**src/rtl/tiny8_mem_arbiter.sv**
```systemverilog
`default_nettype none
// ============================================================================
// Module   : tiny8_mem_arbiter
// Brief    : Two-requester round-robin arbiter for the single tiny8 memory
//            port. Requester 0 is the core and requester 1 a secondary
//            master such as a loader or debug unit. Both use the
//            hold-until-resp protocol. A watchdog terminates grants that
//            memory never answers.
// Revision : 1.0 - initial release
// ============================================================================
module tiny8_mem_arbiter #(
    parameter int WORD_W  = 8,
    parameter int TIMEOUT = 64
) (
    input  logic              clk,
    input  logic              rst,
    // requester 0 (tiny8v1 core)
    input  logic              r0_read,
    input  logic              r0_write,
    input  logic [WORD_W-1:0] r0_addr,
    input  logic [WORD_W-1:0] r0_wdata,
    output logic              r0_resp,
    output logic              r0_err,
    output logic [WORD_W-1:0] r0_rdata,
    // requester 1 (secondary master)
    input  logic              r1_read,
    input  logic              r1_write,
    input  logic [WORD_W-1:0] r1_addr,
    input  logic [WORD_W-1:0] r1_wdata,
    output logic              r1_resp,
    output logic              r1_err,
    output logic [WORD_W-1:0] r1_rdata,
    // memory port
    output logic              mem_read,
    output logic              mem_write,
    output logic [WORD_W-1:0] mem_addr,
    output logic [WORD_W-1:0] mem_wdata,
    input  logic              mem_resp,
    input  logic [WORD_W-1:0] mem_rdata
);

    // Wait counter must hold 0..TIMEOUT-1; keep at least one bit so the
    // register exists even with the watchdog disabled.
    localparam int                 c_CNT_W     = (TIMEOUT > 0) ? $clog2(TIMEOUT + 1) : 1;
    localparam int                 c_TO_LAST_I = (TIMEOUT > 0) ? (TIMEOUT - 1) : 0;
    localparam logic [c_CNT_W-1:0] c_TO_LAST   = c_TO_LAST_I[c_CNT_W-1:0];
    localparam logic [c_CNT_W-1:0] c_CNT_ONE   = c_CNT_W'(1);

    localparam logic [1:0] c_IDLE   = 2'd0;
    localparam logic [1:0] c_GRANT0 = 2'd1;
    localparam logic [1:0] c_GRANT1 = 2'd2;

    logic [1:0]         r_state;
    logic               r_last;     // last requester that was served
    logic [c_CNT_W-1:0] r_cnt;      // grant cycles elapsed without mem_resp

    logic              w_req0;
    logic              w_req1;
    logic              w_gnt0;
    logic              w_gnt1;
    logic              w_granted;
    logic              w_g_read;
    logic              w_g_write;
    logic              w_g_req;
    logic [WORD_W-1:0] w_g_addr;
    logic [WORD_W-1:0] w_g_wdata;
    logic              w_last_cycle;
    logic              w_expire;

    assign w_req0    = r0_read | r0_write;
    assign w_req1    = r1_read | r1_write;
    assign w_gnt0    = (r_state == c_GRANT0);
    assign w_gnt1    = (r_state == c_GRANT1);
    assign w_granted = w_gnt0 | w_gnt1;

    // Request of whichever master currently owns the port.
    assign w_g_read  = w_gnt1 ? r1_read  : r0_read;
    assign w_g_write = w_gnt1 ? r1_write : r0_write;
    assign w_g_addr  = w_gnt1 ? r1_addr  : r0_addr;
    assign w_g_wdata = w_gnt1 ? r1_wdata : r0_wdata;
    assign w_g_req   = w_g_read | w_g_write;

    // Final cycle the watchdog allows. It depends only on registered state,
    // so masking the strobes with it keeps mem_resp off the mem_* paths.
    // A mem_resp arriving in this cycle is still honoured as a completion.
    assign w_last_cycle = (TIMEOUT > 0) && w_granted && (r_cnt == c_TO_LAST);
    assign w_expire     = w_last_cycle & w_g_req & ~mem_resp;

    // Memory side: forwarded straight from the owner, zero while idle.
    // A read+write request is treated as a write.
    assign mem_write = w_granted & w_g_write & ~w_last_cycle;
    assign mem_read  = w_granted & w_g_read & ~w_g_write & ~w_last_cycle;
    assign mem_addr  = w_granted ? w_g_addr  : '0;
    assign mem_wdata = w_granted ? w_g_wdata : '0;

    // Requester side: resp/rdata pass through combinationally for the
    // core's single-cycle handshake; the waiting requester sees zeros.
    assign r0_resp  = w_gnt0 & (mem_resp | w_expire);
    assign r0_err   = w_gnt0 & w_expire;
    assign r0_rdata = (w_gnt0 & mem_resp) ? mem_rdata : '0;
    assign r1_resp  = w_gnt1 & (mem_resp | w_expire);
    assign r1_err   = w_gnt1 & w_expire;
    assign r1_rdata = (w_gnt1 & mem_resp) ? mem_rdata : '0;

    // Grant sequencing, round-robin memory and watchdog counter.
    always_ff @(posedge clk) begin
        if (rst) begin
            r_state <= c_IDLE;
            r_last  <= 1'b1;
            r_cnt   <= '0;
        end else begin
            case (r_state)
                c_IDLE: begin
                    r_cnt <= '0;
                    if (w_req0 && w_req1) begin
                        r_state <= r_last ? c_GRANT0 : c_GRANT1;
                    end else if (w_req0) begin
                        r_state <= c_GRANT0;
                    end else if (w_req1) begin
                        r_state <= c_GRANT1;
                    end
                end
                c_GRANT0, c_GRANT1: begin
                    if (mem_resp || w_expire) begin
                        r_state <= c_IDLE;
                        r_last  <= w_gnt1;
                        r_cnt   <= '0;
                    end else if (!w_g_req) begin
                        // owner walked away: release without touching fairness
                        r_state <= c_IDLE;
                        r_cnt   <= '0;
                    end else if (TIMEOUT > 0) begin
                        r_cnt <= r_cnt + c_CNT_ONE;
                    end
                end
                default: begin
                    r_state <= c_IDLE;
                    r_cnt   <= '0;
                end
            endcase
        end
    end

endmodule
`default_nettype wire

```
**config.mk**
```make
export PLATFORM = sky130hd
export DESIGN_NAME = tiny8_mem_arbiter
export DESIGN_NICKNAME = d
export VERILOG_FILES = /design/src/rtl/tiny8_mem_arbiter.sv
export SDC_FILE = /design/constraint.sdc
export NUM_CORES = 1
export LEC_CHECK = 0
export CAP_MARGIN = 10
export CORE_MARGIN = 3
export CORE_UTILIZATION = 33
export DETAILED_ROUTE_END_ITERATION = 6
export HOLD_SLACK_MARGIN = 0.1
export PLACE_DENSITY = 0.81
export RECOVER_POWER = 100
export SLEW_MARGIN = 0
export SYNTH_ARGS = -nofsm -noshare
export SYNTH_HDL_FRONTEND = slang
export SYNTH_SLANG_ARGS = --single-unit
```
**constraint.sdc**
```tcl
create_clock -name clk -period 3.31 [get_ports clk]
set_input_delay 0.662 -clock clk [delete_from_list [all_inputs] [get_ports clk]]
set_output_delay 0.662 -clock clk [all_outputs]
set_load 0.01 [all_outputs]
```
==> out/results.txt <==
reg2reg end = r_cnt[4]
crit-path cells = clkdlybuf4s50_1 > nor2_1 > a2111o_1 > nor4_2 > and2_1 > clkdlybuf4s50_1
initial drt markers = 21
CTS tree = built
part of the Yosys area used for sequential elements = 0.2139
die height = 59.26 um
Reg2Reg Depth = 6
critical path's slowest cell = clkdlybuf4s50_1
DRC = 0
Port Buffers = 84
Yosys warnings = 0
crit-path max FO = 4
leak pwr = 0.8394 nW
fin crit share = 0.9819
Worst-Skew Late Latency = 0.27 ns
Routed Antenna Nets = 0
nets = 264
Placed Cells = 238
clk_skew = 0.003303 ns
CTS buffer count = 3
Root Driver = clkbuf_4
htree depth = 1
max-slew violations = 0
maxcap violations = 0
post-detail-place hpwl = 2902 um
Place WS = 0.01663 ns
Startpoint Class = primary input
commonest cells after routing, fill and taps aside = clkdlybuf4s50_1, dlygate4sd3_1, nor2_1
Peak Freq = 307.7 MHz
num ports = 85
result of the run = completed
Avg WL per Cell = 14.05 um
min cycle time layout = 3.250 ns
Setup WS post-layout = 0.05975 ns
R2R Path Start = r_state[0]
die area = 3511 sq um
number of diodes = 0
Pre-antenna DRT Iters = 4
gate count of the mapped netlist = 124
final hold vios = 0
Crit path top cell by count = clkdlybuf4s50_1
Worst Tran Pin Value = 0.7211 ns
Worst slew margin = 0.5192
final wirelength = 3401 um
EDFF count, synth = 0
# rows = 18
r2r setup slk = 1.28 ns
CTS Buffer Depth = 2
number of synthesized register bits = 10
pwr/cell area = 331.0 nW/um^2
drt via density = 4.975
post-route core utilization = 0.7198
CP required = 2.65 ns
Peak supply drop = 0.0002948 V
clock sinks = 10
WHS = 0.4593 ns
synthesized area = 935.9 sq um
Die Span X = 59.26 um
Crit Path Class = in -> out
core area = 2590 sq um
Initial Utilization = 0.3614
syn avg cell area = 7.548 sq um
Netlist cell types = 28
hold path endpoint = r_cnt[0]
Total GRT Usage = 0.1918
worst path arrival time = 2.59 ns
vias in the first global route = 1,167
Crit. End Element = output pin
FFs w/ async S/R, synth = 0
TNS Setup = 0 ns
RePlAce Congestion = 0.8324
Hold Crit Class = reg -> reg
grt total ovfl = 0
Synthesized Nets = 175
hold depth = 1
count of final setup violators = 0
post-CTS setup buffers = 0
pin count of the biggest net entering global routing = 20
min-delay src = r_cnt[0]
Non-Filler Instances = 242
ys flop type = dfxtp_1
Area Overhead vs Synth = 99.20%
first-pass GRT wire length = 5209 um
most common cell after layout, fill and taps aside = clkdlybuf4s50_1
initial antenna violation count = 0
via count = 1,204
clock-pin slew on the worst setup and hold paths = 0.06 ns
max incr delay on CP = 0.53 ns
fraction of layout cells with a size suffix above 1 = 0.08019
-- per-layer routing --
metal,GRT usage,part of all wire
met1,0.2069,0.37
met4,0.08091,0.015
met5,0,0
met2,0.3573,0.52
met3,0.03704,0.096
-- worst max-delay path by stage --
stage	startpoint	end	slack, ns	cells after the start
floorplan	r1_write	r0_err	1.12	4
global placement	r1_write	r1_err	0.07	6
detailed placement	r1_write	r0_err	0.02	6
CTS	r1_write	r0_err	0.009	6
global route	r1_write	r0_err	-0.01	6
finish	r1_write	r0_err	0.06	6
-- metrics by stage --
| step | total power (W) | area, sq um |
|---|---|---|
| 2_1_floorplan | 0.0003246 | 935.9 |
| 3_3_place_gp | 0.0005284 | 1832 |
| 3_5_place_dp | 0.0005378 | 1832 |
| 4_1_cts | 0.0006504 | 1868 |
| 5_1_grt | 0.0006662 | 1864 |
| 6_report | 0.0006171 | 1864 |
-- state kept, by name, indices dropped and copies added, names as in the netlist --
| name | flops |
|---|---|
| r_cnt | 7 |
| r_last | 1 |
| r_state | 2 |
-- Yosys cell counts (all sizes together) (3+ instances only) --
master   n  area, sq um
ha       4        50.05
nor3     3        15.01
clkbuf   4        15.01
inv      6        22.52
nand2    4        15.01
and2     3        18.77
nor2    28        120.1
dfxtp   10        200.2
buf      3        20.01
nor2b    3        18.77
mux2i   20        200.2
and3    17        106.4
-- kinds of logic (layout without fill, tap and decap cells) --
family,Yosys count,after routing,share of synthesized area
simple gates,65,65,0.3583
compound gates,8,8,0.06149
xor+xnor,4,4,0.03744
fa+ha+maj,4,4,0.05348
mux,20,20,0.2139
buf+inv,13,101,0.06148
flops,10,10,0.2139
-- what timing repair did --
item                                    in CTS  in global routing
endpoints found under the setup margin       0                  2
hold buffers                                 0                  0
resized for setup                            0                  1
-- power breakdown --
| group | switching (W) | internal (W) |
|---|---|---|
| logic | 0.000172 | 0.000201 |
| registers | 0.00000602 | 0.000129 |
| clock network | 0.0000423 | 0.0000668 |
| total | 0.000221 | 0.000397 |
-- final cells by class --
cell class	count	area, sq um
inverters	6	22.52
fillers	210	725.7
clock buffers	4	36.28
flip-flops and latches	10	200.2
well taps	30	37.54
repair buffers	91	883.3
multi-input cells	101	684.4
-- worst max-delay path: cells and delay by family --
family          cells  cell delay (ns)
buf+inv             2             1.03
compound gates      1             0.48
simple gates        3             0.42
Note: power is estimated with default switching activity, not from simulation.
